--- src/rtl/rs_alu.sv ---
// Single-queue reservation station for the ALU: captures operands from the ROB
// broadcast and issues the oldest ready instruction each cycle.
module rs_alu #(
    parameter int RS_ENTRY_NUM  = 4,
    parameter int ROB_ENTRY_NUM = 8,
    parameter int TAG_WIDTH     = 4,
    parameter int COMMON_WIDTH  = 32,
    parameter int OP_WIDTH      = 6
) (
    input  logic                                  clk,
    input  logic                                  rst,
    input  logic                                  flush,
    input  logic                                  in_valid,
    output logic                                  in_ready,
    input  logic [OP_WIDTH-1:0]                   in_op,
    input  logic [TAG_WIDTH-1:0]                  in_dest,
    input  logic [TAG_WIDTH-1:0]                  in_qj,
    input  logic [TAG_WIDTH-1:0]                  in_qk,
    input  logic [COMMON_WIDTH-1:0]               in_vj,
    input  logic [COMMON_WIDTH-1:0]               in_vk,
    input  logic [ROB_ENTRY_NUM-1:0]              bc_valid,
    input  logic [ROB_ENTRY_NUM-1:0]              bc_ready,
    input  logic [ROB_ENTRY_NUM*COMMON_WIDTH-1:0] bc_val,
    output logic                                  ex_valid,
    output logic [OP_WIDTH-1:0]                   ex_op,
    output logic [COMMON_WIDTH-1:0]               ex_a,
    output logic [COMMON_WIDTH-1:0]               ex_b,
    output logic [TAG_WIDTH-1:0]                  ex_target
);

    localparam logic [TAG_WIDTH-1:0] TAG_INVALID = '1;
    localparam int RS_IDX_W  = (RS_ENTRY_NUM > 1) ? $clog2(RS_ENTRY_NUM) : 1;
    localparam int ROB_IDX_W = (ROB_ENTRY_NUM > 1) ? $clog2(ROB_ENTRY_NUM) : 1;

    typedef struct packed {
        logic                    busy;
        logic [OP_WIDTH-1:0]     op;
        logic [TAG_WIDTH-1:0]    dest;
        logic [TAG_WIDTH-1:0]    qj;
        logic [COMMON_WIDTH-1:0] vj;
        logic [TAG_WIDTH-1:0]    qk;
        logic [COMMON_WIDTH-1:0] vk;
        logic [7:0]              age;
    } entry_t;

    entry_t ent_q [RS_ENTRY_NUM];
    entry_t ent_d [RS_ENTRY_NUM];

    logic [COMMON_WIDTH-1:0] bc_val_arr [ROB_ENTRY_NUM];

    logic [RS_ENTRY_NUM-1:0] busy_vec;
    logic                    free_found;
    logic [RS_IDX_W-1:0]     free_idx;
    logic                    sel_found;
    logic [RS_IDX_W-1:0]     sel_idx;
    logic [7:0]              sel_age;

    logic                    ex_valid_d;
    logic [OP_WIDTH-1:0]     ex_op_d;
    logic [COMMON_WIDTH-1:0] ex_a_d;
    logic [COMMON_WIDTH-1:0] ex_b_d;
    logic [TAG_WIDTH-1:0]    ex_target_d;

    for (genvar g = 0; g < ROB_ENTRY_NUM; g++) begin : g_bc_unpack
        assign bc_val_arr[g] = bc_val[g*COMMON_WIDTH +: COMMON_WIDTH];
    end

    // Tags outside the ROB range (including TAG_INVALID) never match.
    function automatic logic tag_hit(input logic [TAG_WIDTH-1:0]     tag,
                                     input logic [ROB_ENTRY_NUM-1:0] v,
                                     input logic [ROB_ENTRY_NUM-1:0] r);
        logic [ROB_IDX_W-1:0] idx;
        idx = tag[ROB_IDX_W-1:0];
        return (int'(tag) < ROB_ENTRY_NUM) && v[idx] && r[idx];
    endfunction

    // Free-slot and oldest-ready selection, both from registered state only.
    always_comb begin
        // NOTE: every variable gets a default before the loop so no path leaves it unassigned (no latch).
        busy_vec   = '0;
        free_found = 1'b0;
        free_idx   = '0;
        sel_found  = 1'b0;
        sel_idx    = '0;
        sel_age    = '0;
        for (int i = 0; i < RS_ENTRY_NUM; i++) begin
            busy_vec[i] = ent_q[i].busy;
            if (!ent_q[i].busy && !free_found) begin
                free_found = 1'b1;
                free_idx   = RS_IDX_W'(i);
            end
            if (ent_q[i].busy && ent_q[i].qj == TAG_INVALID && ent_q[i].qk == TAG_INVALID &&
                (!sel_found || ent_q[i].age > sel_age)) begin
                sel_found = 1'b1;
                sel_idx   = RS_IDX_W'(i);
                sel_age   = ent_q[i].age;
            end
        end
    end

    assign in_ready = ~&busy_vec;

    always_comb begin
        ent_d       = ent_q;
        ex_valid_d  = 1'b0;
        ex_target_d = TAG_INVALID;
        ex_op_d     = ex_op;
        ex_a_d      = ex_a;
        ex_b_d      = ex_b;

        for (int i = 0; i < RS_ENTRY_NUM; i++) begin
            if (ent_q[i].busy) begin
                if (tag_hit(ent_q[i].qj, bc_valid, bc_ready)) begin
                    ent_d[i].vj = bc_val_arr[ent_q[i].qj[ROB_IDX_W-1:0]];
                    ent_d[i].qj = TAG_INVALID;
                end
                if (tag_hit(ent_q[i].qk, bc_valid, bc_ready)) begin
                    ent_d[i].vk = bc_val_arr[ent_q[i].qk[ROB_IDX_W-1:0]];
                    ent_d[i].qk = TAG_INVALID;
                end
                if (sel_found && sel_idx == RS_IDX_W'(i)) begin
                    ent_d[i].busy = 1'b0;
                end else if (ent_q[i].age != 8'hFF) begin
                    ent_d[i].age = ent_q[i].age + 8'd1;
                end
            end
        end

        if (sel_found) begin
            ex_valid_d  = 1'b1;
            ex_op_d     = ent_q[sel_idx].op;
            ex_a_d      = ent_q[sel_idx].vj;
            ex_b_d      = ent_q[sel_idx].vk;
            ex_target_d = ent_q[sel_idx].dest;
        end

        // The slot written here is free in registered state, so it never collides with issue or snoop.
        if (in_valid && in_ready && !flush) begin
            ent_d[free_idx].busy = 1'b1;
            ent_d[free_idx].op   = in_op;
            ent_d[free_idx].dest = in_dest;
            ent_d[free_idx].age  = 8'd0;
            if (tag_hit(in_qj, bc_valid, bc_ready)) begin
                ent_d[free_idx].qj = TAG_INVALID;
                ent_d[free_idx].vj = bc_val_arr[in_qj[ROB_IDX_W-1:0]];
            end else begin
                ent_d[free_idx].qj = in_qj;
                ent_d[free_idx].vj = in_vj;
            end
            if (tag_hit(in_qk, bc_valid, bc_ready)) begin
                ent_d[free_idx].qk = TAG_INVALID;
                ent_d[free_idx].vk = bc_val_arr[in_qk[ROB_IDX_W-1:0]];
            end else begin
                ent_d[free_idx].qk = in_qk;
                ent_d[free_idx].vk = in_vk;
            end
        end

        if (flush) begin
            for (int i = 0; i < RS_ENTRY_NUM; i++) begin
                ent_d[i].busy = 1'b0;
            end
            ex_valid_d  = 1'b0;
            ex_target_d = TAG_INVALID;
        end
    end

    always_ff @(posedge clk) begin
        if (rst) begin
            // NOTE: the entry storage is reset in full because reset must zero every field, not just busy.
            for (int i = 0; i < RS_ENTRY_NUM; i++) begin
                ent_q[i] <= '0;
            end
            ex_valid  <= 1'b0;
            ex_target <= TAG_INVALID;
            ex_op     <= '0;
            ex_a      <= '0;
            ex_b      <= '0;
        end else begin
            // NOTE: non-blocking assignments so every register updates from the same pre-edge values.
            ent_q     <= ent_d;
            ex_valid  <= ex_valid_d;
            ex_target <= ex_target_d;
            ex_op     <= ex_op_d;
            ex_a      <= ex_a_d;
            ex_b      <= ex_b_d;
        end
    end

endmodule

--- config.mk ---
export PLATFORM = sky130hd
export DESIGN_NAME = rs_alu
export DESIGN_NICKNAME = d
export VERILOG_FILES = /design/src/rtl/rs_alu.sv
export SDC_FILE = /design/constraint.sdc
export NUM_CORES = 2
export LEC_CHECK = 0
export CAP_MARGIN = 20
export CORE_MARGIN = 5
export CORE_UTILIZATION = 55
export CTS_BUF_LIST = sky130_fd_sc_hd__clkbuf_8
export DETAILED_ROUTE_END_ITERATION = 8
export GPL_TIMING_DRIVEN = 0
export PLACE_DENSITY = 0.78
export SLEW_MARGIN = 5
export SYNTH_ARGS = -nofsm -noshare
export SYNTH_HDL_FRONTEND = slang
export SYNTH_SLANG_ARGS = --single-unit
--- constraint.sdc ---
create_clock -name clk -period 8.4 [get_ports clk]
set_clock_uncertainty 0.05 [all_clocks]
set_input_delay 1.68 -clock clk [delete_from_list [all_inputs] [get_ports clk]]
set_output_delay 1.68 -clock clk [all_outputs]
set_load 0.005 [all_outputs]
[Yosys cells after proc, flatten, opt, wreduce, memory -nomap -nowiden]
Cells that the tools add are included.
Widths: inputs -> output; s select.
Storage, ports and cells
  register bits: 439
  output and inout bits: 76
  word-level logic and storage cells: 313
  input bits: 358
Operators by class
  reduce and logical (&&, ||, !) cells: 58
  $add $sub $neg: 4
  bitwise operators: 13
  magnitude comparators: 36
  eq/ne operators: 15
  multiplexer cells: 150
Operators by type and width (count)
  $bwmux 364: 12
  $demux 91 s2: 8
  $mux 364: 4
  $bmux 32 s3: 10
  $mux 32: 20
  $mux 80: 5
  $mux 36: 8
  $mux 90: 3
  $bmux 91 s2: 1
  $mux 8: 12
  $mux 91: 1
  $mux 84: 1
  $mux 76: 1
  $bmux 1 s3: 20
  $mux 44: 1
  $logic_and 1x1->1: 41
  $ge 4x4->1 const B: 10
  $lt 3x4->1 const B: 10
  $lt 4x4->1 const B: 10
  $mux 40: 1
  $not 3->4: 10
  $mux 1: 38
  $add 8x1->8 const B: 4
  $eq 4x4->1 const B: 8
  15 further kinds: 37

[Longest topological paths before layout]
  depth after elaboration: 32
  gate-level depth with buffers: 35
  mapped depth without buffers: 28

[Least setup slack after synthesis]
Ideal clock, no wire load.
  kind: register to register
  start: register ent_q[315] (netlist bit)
  end: register ent_q[95] (netlist bit)
  slack: 1738 ps
  data required time: 8219 ps
  clock period less this slack: 6662 ps
  cell stages (with the launch flop): 32
  path buffers: 6
  data arrival time: 6481 ps
  library setup time: 131 ps
  cells stage by stage: dfxtp_1 > buf_2 > nand4_2 > nor3_4 > clkbuf_1 > nand2_1 > ha_1 > nor2b_1 > o211ai_1 > a21oi_1 > o311a_1 > clkbuf_1 > clkbuf_1 > nor2_1 > a21oi_1 > ha_1 > and4_1 > o31a_1 > a21oi_1 > nand2b_1 > clkbuf_1 > clkbuf_1 > o21ai_0 > ha_1 > nor2b_1 > o211ai_1 > a211oi_1 > o31a_1 > or3_1 > and2_1 > a41oi_1 > a311oi_1
Between the ends
  cells in the longest elaborated chain, start to end: 31
  elaborated cells on any way between the ends: 44
  those cells by class: 3 x order compare; 2 x eq/ne; 28 x mux; 11 x reduce/logical
Ends and longest elaborated chain
  start: declaration: line 46  | entry_t ent_q [RS_ENTRY_NUM];
  start signal: assignment: line 181  | ent_q <= ent_d;
  $eq 4x4->1 (*): line 92  | if (ent_q[i].busy && ent_q[i].qj == TAG_INVALID && ent_q[i].qk == TAG_INVALID &&
  $logic_and 1x1->1 (*): line 92
  $mux 8 / $mux 1 (equally long branches): line 92
  $gt 8x8->1 / $logic_not 1->1 (equally long branches): line 93  | (!sel_found || ent_q[i].age > sel_age)) begin
  $logic_or 1x1->1: line 93
  $logic_and 1x1->1: line 92
  $mux 8 / $mux 1 (equally long branches): line 92
  $gt 8x8->1 / $logic_not 1->1 (equally long branches): line 93
  [15 not listed]
  $bwmux 364, on equally long branches: line 147, 144
  $bwmux 364, on equally long branches: line 148, 145
  $mux 364: line 143  | if (tag_hit(in_qj, bc_valid, bc_ready)) begin
  $mux 364: line 138  | if (in_valid && in_ready && !flush) begin
  $bwmux 364, on equally long branches: line 154, 151
  $bwmux 364, on equally long branches: line 155, 152
  $mux 364: line 150  | if (tag_hit(in_qk, bc_valid, bc_ready)) begin
  $mux 364 (*): line 138
Every way passes the cells marked *; elsewhere a longest branch is shown, timed or not. The select of a mux whose other input is x is not followed.
A chain may end at the register's enable or synchronous reset.

[Worst setup path in the final report]
  start: register ent_q, in the netlist busy_vec[0]
  end: register ex_b[18]
Between the ends
  cells in the longest elaborated chain, start to end: 19
  elaborated cells on any way between the ends: 28
  those cells by class: 3 x order compare; 13 x mux; 1 x bitwise; 11 x reduce/logical
Ends and longest elaborated chain
  $logic_and 1x1->1 (*) (2 in series): line 92
  $mux 8 / $mux 1 (equally long branches): line 92
  $gt 8x8->1 / $logic_not 1->1 (equally long branches): line 93
  $logic_or 1x1->1: line 93
  $logic_and 1x1->1: line 92
  $mux 8 / $mux 1 (equally long branches): line 92
  $gt 8x8->1 / $logic_not 1->1 (equally long branches): line 93
  $logic_or 1x1->1: line 93
  $logic_and 1x1->1: line 92
  $mux 8 / $mux 1 (equally long branches): line 92
  $gt 8x8->1 / $logic_not 1->1 (equally long branches): line 93
  $logic_or 1x1->1: line 93
  $logic_and 1x1->1: line 92
  $mux 2: line 92
  $not 2->3 (not written as such): line 133  | ex_b_d = ent_q[sel_idx].vk;
  $bmux 91 s2: line 133
  $mux 90 (2 in series)
  end signal: assignment: line 178  | ex_b <= '0;
  end signal: assignment: line 186  | ex_b <= ex_b_d;
  end: declaration: line 27  | output logic [COMMON_WIDTH-1:0] ex_b,
Marked as above.

==> out/metrics.cfg <==
[drt]
drc=13
num_vias=42564
drt_iter0_markers=10009
wl_mm=206
drt-wirelength-per-cell_um=38.6
ant_nets=0
vias_per_cell=7.95
first_pass_iters=9

[grt]
grt_overflow=0
antenna_found_initial=25
grt_pass1_vias=39217
grt_use_total_pct=52.0
grt_first_pass_wirelength_mm=282
grt_max_degree=20

[power_and_ir_drop]
p_leak_nw=14.4
p_sw_mw=1.97
p_sw_share_pct=33.8
clock_power_share_pct=34.9
combPwrFrac_pct=28.6
vdd_drop_max_v=0.0000952
power_frac_seq_pct=36.5
powerDensity_nw_per_um2=126
p_int_mw=3.87

[critical_path]
slowest_stage=dfxtp_1
slowest_delay_ps=610
path_max_fanout=19
critPathCaptureType=flop
crit_required_ps=8840
path_class=reg -> reg
arrival_ps=8490
critPathLaunchType=flop

[die]
dieArea_um2=75800
die_w_um=275
ios=434
die_y_um=275
placementRows=97
core_um2=69900
start_util_pct=55.4

[synthesis]
synth_area_um2=38700
yosys.cell_types.count=60
async_flop_share_pct=0
synth_cells=3803
avgSynthCellArea_um2=10.2
yosysTopAreaCell=mux4_2
synth_seq_area_share_pct=22.7
syn_nets=4189
yosysWarnings=0
synth-main-ff-cell=dfxtp_1
synth.top_cell.area_share_pct=38.4
synth_area_leaders=mux4_2 38%, dfxtp_1 23%, mux2i_1 8.6%
synth_seq_cells=439
synth_edf_count=0

[timing]
finalMaxSlewViolations=0
period_needed_ps=8040
post-route-period-util_pct=95.7
rsz0062_at_grt=no
max_clock_freq_ghz=0.124
fin_ws_ps=359
setup_viol=0
tightest_slew_ps=1380
maxSlewHeadroom_pct=8.28
hold_viol=0

[run_status]
outcome=complete, but fails checks
violations=DRC

[placement]
dpl_worst_slack_ps=-946
gp_congestion=1.12
port_buffers=424
place_area_um2=44300
dp_hpwl_mm=156

[clock_tree]
clk_latency_ps=690
root_buffer=clkbuf_8
numCtsBuffers=72
clk_path_buf_depth=3
cts.sinks=439
cts_tree=built
htree_levels=3
clk_pin_slew_ps=60

[finish]
fin_area_um2=46200
fin_nets=4714
drive_gt1_share_pct=21.4
syn2layout_area_growth_pct=19.2
fin_util_pct=66.1

[flow_run]
maxCapViolCount=0

[hold_path]
hp-class=reg -> reg

-- worst max-delay path: cells and delay by family (launching register included) --
kind,cells,cell delay (ps)
adders and majority gates,3,910
DFF,1,610
and+or+nand+nor,8,1320
buffers and inverters,7,1640
AOI/OAI and AO/OA,12,3310
-- metal layers --
metal | global-route usage, % | share of wire [%] | vias to the layer above
met1 | 60.3 | 31 | 20204
li1 | - | - | 16138
met3 | 36.4 | 21 | 1245
met5 | 18.2 | 1.0 | -
met2 | 70.6 | 39 | 4916
met4 | 25.9 | 7.7 | 61
-- timing repair --
item | 4_1_cts | 5_1_grt
hold buffers | 0 | 0
resized for setup | 15 | 11
setup endpoints to repair | 106 | 106
pin swaps | 1 | 2
buffers inserted | 2 | 5
-- power groups by stage --
stage | clock network [mW] | logic [mW] | registers (mW)
2_1_floorplan | 0 | 0.782 | 2.17
6_report | 2.04 | 1.67 | 2.13
5_1_grt | 2.10 | 1.64 | 2.13
3_3_place_gp | 0 | 1.49 | 2.18
4_1_cts | 2.01 | 1.51 | 2.13
3_5_place_dp | 0 | 1.51 | 2.18
-- final cells by class --
type                            count  area [um2]
Clock buffer                       92        1270
Antenna cell                       34        85.1
Timing Repair Buffer              454        4620
Fill cell                        5699       23700
Clock inverter                     34         249
Multi-Input combinational cell   2933       28200
Tap cell                          940        1180
Buffer                            419        1760
Sequential cell                   439        8790
Inverter                            9        33.8
-- synthesized netlist by cell type (3+ instances only) --
| library cell | count |
|---|---|
| a21o_1 | 10 |
| nand2b_1 | 11 |
| o32ai_1 | 24 |
| nor3_1 | 10 |
| buf_1 | 60 |
| nand2_1 | 343 |
| nand3_1 | 19 |
| mux2_2 | 3 |
| buf_4 | 7 |
| mux4_2 | 660 |
| o22ai_1 | 257 |
| clkbuf_1 | 258 |
| mux2i_1 | 331 |
| inv_1 | 8 |
| buf_2 | 93 |
| o21ai_1 | 38 |
| o21ai_0 | 62 |
| a211oi_1 | 81 |
| ha_1 | 28 |
| or2_2 | 3 |
| nor2_1 | 410 |
| and3_1 | 10 |
| a311oi_1 | 5 |
| and2_1 | 6 |
| dfxtp_1 | 439 |
| or3_1 | 4 |
| a21oi_1 | 530 |
| nand4_1 | 15 |
| a221oi_1 | 4 |
| a31oi_1 | 4 |
| xor2_1 | 7 |
| o211ai_1 | 5 |
| xnor2_1 | 4 |
| o31a_1 | 6 |
| nor2b_1 | 14 |
-- path summary, 6_finish.rpt --
check / end / cells past startpoint / from / slack, ps
worst max-delay path: ex_b[18]$_SDFFE_PP0P_ / 30 / busy_vec[0]$_SDFF_PP0_ / 360
worst min-delay path: flop / 2 / flop / 400
worst max register to register: ex_b[18]$_SDFFE_PP0P_ / 30 / busy_vec[0]$_SDFF_PP0_ / 360
worst min register to register: flop / 2 / flop / 400
-- state kept, by name (all words and copies together), names as in the netlist, named ones only --
| register | cells |
|---|---|
| ex_op | 6 |
| ent_q | 320 |
| busy_vec | 4 |
| ex_b | 32 |
| ex_valid | 1 |
| ex_a | 32 |
| ex_target | 4 |
-- cells in the final DEF, fill, tap and decap left out, types with 6 or more instances in the layout --
cell	n
a211oi_1	81
a21o_1	10
a21oi_1	528
and2_1	6
and3_1	10
buf_1	60
buf_2	91
buf_4	15
buf_6	8
buf_8	16
clkbuf_1	242
clkbuf_2	14
clkbuf_8	92
clkdlybuf4s50_1	424
clkinv_2	8
dfxtp_1	439
diode_2	34
ha_1	28
inv_1	25
mux2i_1	331
mux4_2	660
nand2_1	343
nand2b_1	11
nand3_1	19
nand4_1	15
nor2_1	410
nor2b_1	14
nor3_1	10
o21ai_0	61
o21ai_1	39
o22ai_1	257
o31a_1	6
o32ai_1	24
xor2_1	7
-- stage by stage --
stage	TNS (ps)	hold WS (ps)	total power, mW	std cells
after floorplan	0	386	2.95	3803
after global placement	-52060	392	3.66	5167
after detailed placement	-65630	396	3.69	5180
after CTS	0	404	5.65	5305
after global routing	0	424	5.87	5335
final	0	403	5.84	5354
-- cell families after synthesis --
| kind of cell | after synthesis | synth area share, % |
|---|---|---|
| xor+xnor | 11 | 0.249 |
| simple gates | 865 | 9.18 |
| mux | 994 | 47.0 |
| flops | 439 | 22.7 |
| fa+ha+maj | 28 | 0.904 |
| compound gates | 1035 | 15.4 |
| buf+inv | 431 | 4.59 |
Power figures use the tool's default switching activity.
